### src/rtl/exc_mem_stage.sv
// Memory-stage exception resolver: flags bad data-memory/timer accesses, merges them with
// earlier-stage exceptions, pipelines the result into W and captures EPC/BadVAddr.
module exc_mem_stage #(
  parameter logic [31:0] DM_TOP   = 32'h0000_2FFF,
  parameter logic [31:0] TC0_BASE = 32'h0000_7F00,
  parameter logic [31:0] TC1_BASE = 32'h0000_7F10,
  parameter logic [31:0] TC_SPAN  = 32'd12,
  parameter logic [31:0] CNT_OFF  = 32'd8
) (
  input  logic        clk,
  input  logic        reset,
  input  logic        StallW,
  input  logic        FlushW,
  input  logic [31:0] PCM,
  input  logic        MemtoRegM,
  input  logic        MemWriteM,
  input  logic [2:0]  MemOpM,
  input  logic [31:0] Address,
  input  logic        AddrOvM,
  input  logic        ExcValidM,
  input  logic [4:0]  ExcCodeM,
  input  logic        ExcAck,
  output logic        ExcValidW,
  output logic [4:0]  ExcCodeW,
  output logic [31:0] EPC,
  output logic [31:0] BadVAddr,
  output logic        ExcPending,
  output logic        MemWriteSafeM
);

  localparam logic [31:0] TC0_LAST = TC0_BASE + TC_SPAN - 32'd1;
  localparam logic [31:0] TC1_LAST = TC1_BASE + TC_SPAN - 32'd1;
  localparam logic [4:0]  CODE_ADEL = 5'd4;
  localparam logic [4:0]  CODE_ADES = 5'd5;

  typedef enum logic {IDLE, PEND} state_t;

  state_t      state_q;
  logic        excValidW_q;
  logic [4:0]  excCodeW_q;
  logic [31:0] epc_q;
  logic [31:0] badVAddr_q;

  logic        isWord, isHalf;
  logic        inDm, inTc0, inTc1, inTimer, isCntReg;
  logic        misaligned, badAccess, memExc;
  logic        excValid_d;
  logic [4:0]  excCode_d;
  logic [31:0] badVAddr_d;
  logic        wLoad, capture;

  // MemOpM[2] is the load sign bit and has no bearing on address checking
  assign isWord     = (MemOpM[1:0] == 2'd0);
  assign isHalf     = (MemOpM[1:0] == 2'd1);
  assign misaligned = (isWord && (Address[1:0] != 2'b00)) || (isHalf && Address[0]);

  assign inDm     = (Address <= DM_TOP);
  assign inTc0    = (Address >= TC0_BASE) && (Address <= TC0_LAST);
  assign inTc1    = (Address >= TC1_BASE) && (Address <= TC1_LAST);
  assign inTimer  = inTc0 || inTc1;
  assign isCntReg = (Address == TC0_BASE + CNT_OFF) || (Address == TC1_BASE + CNT_OFF);

  assign badAccess = misaligned || AddrOvM || !(inDm || inTimer)
                     || (inTimer && !isWord) || (MemWriteM && isCntReg);
  assign memExc    = badAccess && (MemtoRegM || MemWriteM);

  always_comb begin
    excValid_d = 1'b0;
    excCode_d  = 5'd0;
    badVAddr_d = 32'd0;
    if (ExcValidM) begin
      excValid_d = 1'b1;
      excCode_d  = ExcCodeM;
    end else if (memExc) begin
      excValid_d = 1'b1;
      excCode_d  = MemtoRegM ? CODE_ADEL : CODE_ADES;
      badVAddr_d = Address;
    end
  end

  assign MemWriteSafeM = MemWriteM && !(excValid_d || ExcPending);

  // A new exception is captured when W loads and the handler slot is free or being released now
  assign wLoad   = !StallW && !FlushW;
  assign capture = wLoad && excValid_d && ((state_q == IDLE) || ExcAck);

  always_ff @(posedge clk or negedge reset) begin
    if (!reset) begin
      state_q     <= IDLE;
      excValidW_q <= 1'b0;
      excCodeW_q  <= 5'd0;
      epc_q       <= 32'd0;
      badVAddr_q  <= 32'd0;
    end else begin
      if (FlushW) begin
        excValidW_q <= 1'b0;
        excCodeW_q  <= 5'd0;
      end else if (!StallW) begin
        excValidW_q <= excValid_d;
        excCodeW_q  <= excCode_d;
      end
      if (capture) begin
        state_q    <= PEND;
        epc_q      <= PCM;
        badVAddr_q <= badVAddr_d;
      end else if (ExcAck) begin
        state_q <= IDLE;
      end
    end
  end

  assign ExcValidW  = excValidW_q;
  assign ExcCodeW   = excCodeW_q;
  assign EPC        = epc_q;
  assign BadVAddr   = badVAddr_q;
  assign ExcPending = (state_q == PEND);

endmodule

### config.mk
export PLATFORM = sky130hd
export DESIGN_NAME = exc_mem_stage
export DESIGN_NICKNAME = d
export VERILOG_FILES = /design/src/rtl/exc_mem_stage.sv
export SDC_FILE = /design/constraint.sdc
export NUM_CORES = 1
export LEC_CHECK = 0
export CORE_ASPECT_RATIO = 1.25
export CORE_MARGIN = 2
export CORE_UTILIZATION = 43
export CTS_CLUSTER_SIZE = 12
export DETAILED_ROUTE_END_ITERATION = 7
export GPL_TIMING_DRIVEN = 0
export PLACE_DENSITY_LB_ADDON = 0.08
export SYNTH_ARGS = -nofsm -noshare
export SYNTH_HDL_FRONTEND = slang
export SYNTH_SLANG_ARGS = --single-unit
### constraint.sdc
create_clock -name clk -period 2.6 [get_ports clk]
set_clock_uncertainty 0.2 [all_clocks]
set_input_delay 0.26 -clock clk [delete_from_list [all_inputs] [get_ports clk]]
set_output_delay 0.26 -clock clk [all_outputs]
set_load 0.01 [all_outputs]
==> metrics <==
status=finished clean; Clock Power Share=0.310; die height=96.4 µm; CTS tree=built; first-pass GRT wire length=11,900 µm; Row Count=33; YS warnings=0; antenna diode count=0; final wirelength=7800 µm; critical path peak fanout=10; I/O Buffers=150; clk root buf=clkbuf_8; Final Non-Filler Cells=456; Min Hold Slack=0.222 ns; Synth area leader=dfrtp_1; switching share of total power=0.244; Reg-to-Reg End=BadVAddr[22]; CP arrival=2.50 ns; max layer used=met4; Worst VDD drop=369 µV; Hold Path Sink=ExcPending; Critical R2R Launch=ExcPending; top cells by area, synth=dfrtp_1, mux2_4, a22o_1; cells after synthesis=199; pwr dens=679 nW/µm²; nets@finish=445; Worst Min Path Start=ExcValidM; clk buf depth=2; CTS buffer count=9; Final min period=2.48 ns; vias in the first global route=2,439; pin count of the biggest net entering global routing=72; drt pass-1 iters=4; share of the synthesized area in the top cell type=0.605; Crit Path Class=in2reg; Antenna Nets Post-Route=0; synthesis-stage register bit count=71; vias post-DR=2,320; fmax=403 MHz; most common cell in the netlist=dfrtp_1; Clock Sinks=71; top post-synthesis cells by count=dfrtp_1, a22o_1, mux2_4; die width=77.9 µm; Net Sw Power=804 µW; detailed router's first-iteration violation count=88; # IOs=153; reg-to-reg slack, setup=0.92 ns; Worst-path clk slew=0.07 ns; synthesized netlist net count=280; worst-case reg-to-reg path depth=6; endpoints failing hold=0; Final Cycle Share=0.955; Seq pwr share=0.416; Hold Path Class=in2reg; Vias/cell=5.09; Hold Crit Depth=3; Finish-stage setup viols=0; depth of the CTS H-tree=3; max-cap viol count=0; WL met2=3870 µm; design area=4850 µm²; post-DR wirelength/cell=17.1 µm; Met3 Wirelength=473 µm; antenna violations before repair=0; Post-Place Cells=436; metal1 wirelength=3330 µm; DRC Markers=0; GR Util All Layers=0.209; Internal=2.49 mW; Worst Tran Pin Value=0.885 ns; ratio of cells with drive above 1 in the final layout=0.184; Rel. slew slack=0.410; EDFF count, synth=0; clk_lat worst skew=0.33 ns; grt total ovfl=0; Seq/Total Area, Yosys=0.605; leakage=2.16 nW; GP Congestion=0.734; Worst setup EP type=register; Synth cell types=30; RSZ-0062 raised after global routing=no; Syn-to-layout area delta=65.0%; Comb pwr share=0.274; Max Slew Vio Count=0; Initial Util=0.445; Worst setup SP type=input port; Placed Instance Area=4550 µm²; Critical Path RT=2.62 ns; dpl hpwl=5850 µm; Synth async-reset ratio=1.00; Avg Inst Size Synth=14.8 µm²; most common flop cell mapped by yosys=dfrtp_1; Core ar.=6610 µm²; Synth Cell Area=2940 µm²; Die Area=7520 µm²
sequential cells by signal, indices dropped and copies added, names as in the netlist:
| signal | cells |
|---|---|
| BadVAddr | 32 |
| EPC | 32 |
| ExcCodeW | 5 |
| ExcPending | 1 |
| ExcValidW | 1 |
critical path, cell delays in order:
cell and delay [ns]:
clkdlybuf4s50_1 0.54, nand3_1 0.11, a211oi_2 0.26, o2111ai_1 0.25
a31oi_4 0.26, o211ai_4 0.11, buf_12 0.15, buf_12 0.12
buf_2 0.18, a22o_1 0.25
timing repair:
| item | 4_1_cts | 5_1_grt |
|---|---|---|
| setup endpoints to repair | 29 | 11 |
| gates cloned | 0 | 0 |
| pin swaps | 1 | 3 |
| hold buffers | 1 | 0 |
| setup buffers | 2 | 1 |
| hold endpoints to repair | 71 | 0 |
| gates resized for setup | 2 | 4 |
power by group through the flow:
stage               Combinational (mW)  Sequential [mW]  Clock [mW]
finish                           0.902             1.37        1.02
global route                     0.956             1.39        1.10
CTS                              0.912             1.37        1.05
detailed placement               0.896             1.39           0
global placement                 0.884             1.38           0
floorplan                        0.264             1.46           0
worst max path at each step:
stage	start	to	slack, ns	depth (start not counted)
5_1_grt	Address[1]	BadVAddr[25]	0.01	10
3_5_place_dp	Address[15]	EPC[6]	-0.44	8
3_3_place_gp	reset	ExcCodeW[3]	-1.34	1
4_1_cts	Address[19]	MemWriteSafeM	0.01	7
6_report	Address[1]	BadVAddr[22]	0.12	10
2_1_floorplan	Address[19]	EPC[10]	0.45	7
cell usage in the layout (no fill, tap or decap), types with 2 or more instances in the layout:
cell type,Yosys,routed
a21oi_1,5,5
a221oi_1,2,2
a22o_1,32,32
a22oi_1,2,2
buf_12,0,2
buf_2,4,4
buf_4,3,5
buf_6,3,3
bufinv_16,0,2
clkbuf_1,2,2
clkbuf_8,0,12
clkdlybuf4s50_1,0,148
dfrtp_1,71,71
inv_1,2,2
mux2_2,4,4
mux2_4,28,28
nand2_1,5,5
nand2b_1,3,3
nand3_1,3,3
nor2_1,8,8
nor2b_1,2,2
nor3_1,4,4
nor4_1,4,3
o21ai_0,2,2
through the flow:
step / setup WS [ns] / utilization / TNS [ns] / power, mW
global placement: -1.34 / 0.689 / -111.79 / 2.26
CTS: 0.0124 / 0.733 / 0 / 3.33
finish: 0.118 / 0.734 / 0 / 3.29
global route: 0.0142 / 0.734 / 0 / 3.44
detailed placement: -0.436 / 0.688 / -21.97 / 2.28
floorplan: 0.447 / - / 0 / 1.73
metal layers:
metal	vias to the layer above	GRT usage
met2	93	0.338
met5	-	0
met4	0	0.0804
met3	10	0.0623
met1	1144	0.266
li1	1073	-
cell type report:
type	instances	area, µm²
Buffer	12	83.8
Clock inverter	4	76.3
Clock buffer	12	165
Fill cell	495	1760
Inverter	2	7.51
Sequential cell	71	1780
Timing Repair Buffer	154	1550
Tap cell	87	109
Multi-Input combinational cell	114	1080
cell families (layout without fill, tap and decap cells):
kind of cell,after synthesis,after routing,share of synthesized area
flip-flops,71,71,0.605
AO/OA/AOI/OAI,50,50,0.150
multiplexers,32,32,0.158
AND/OR/NAND/NOR,32,32,0.0562
buffers and inverters,14,184,0.0311
No activity file was read; power rests on OpenSTA's default activity.
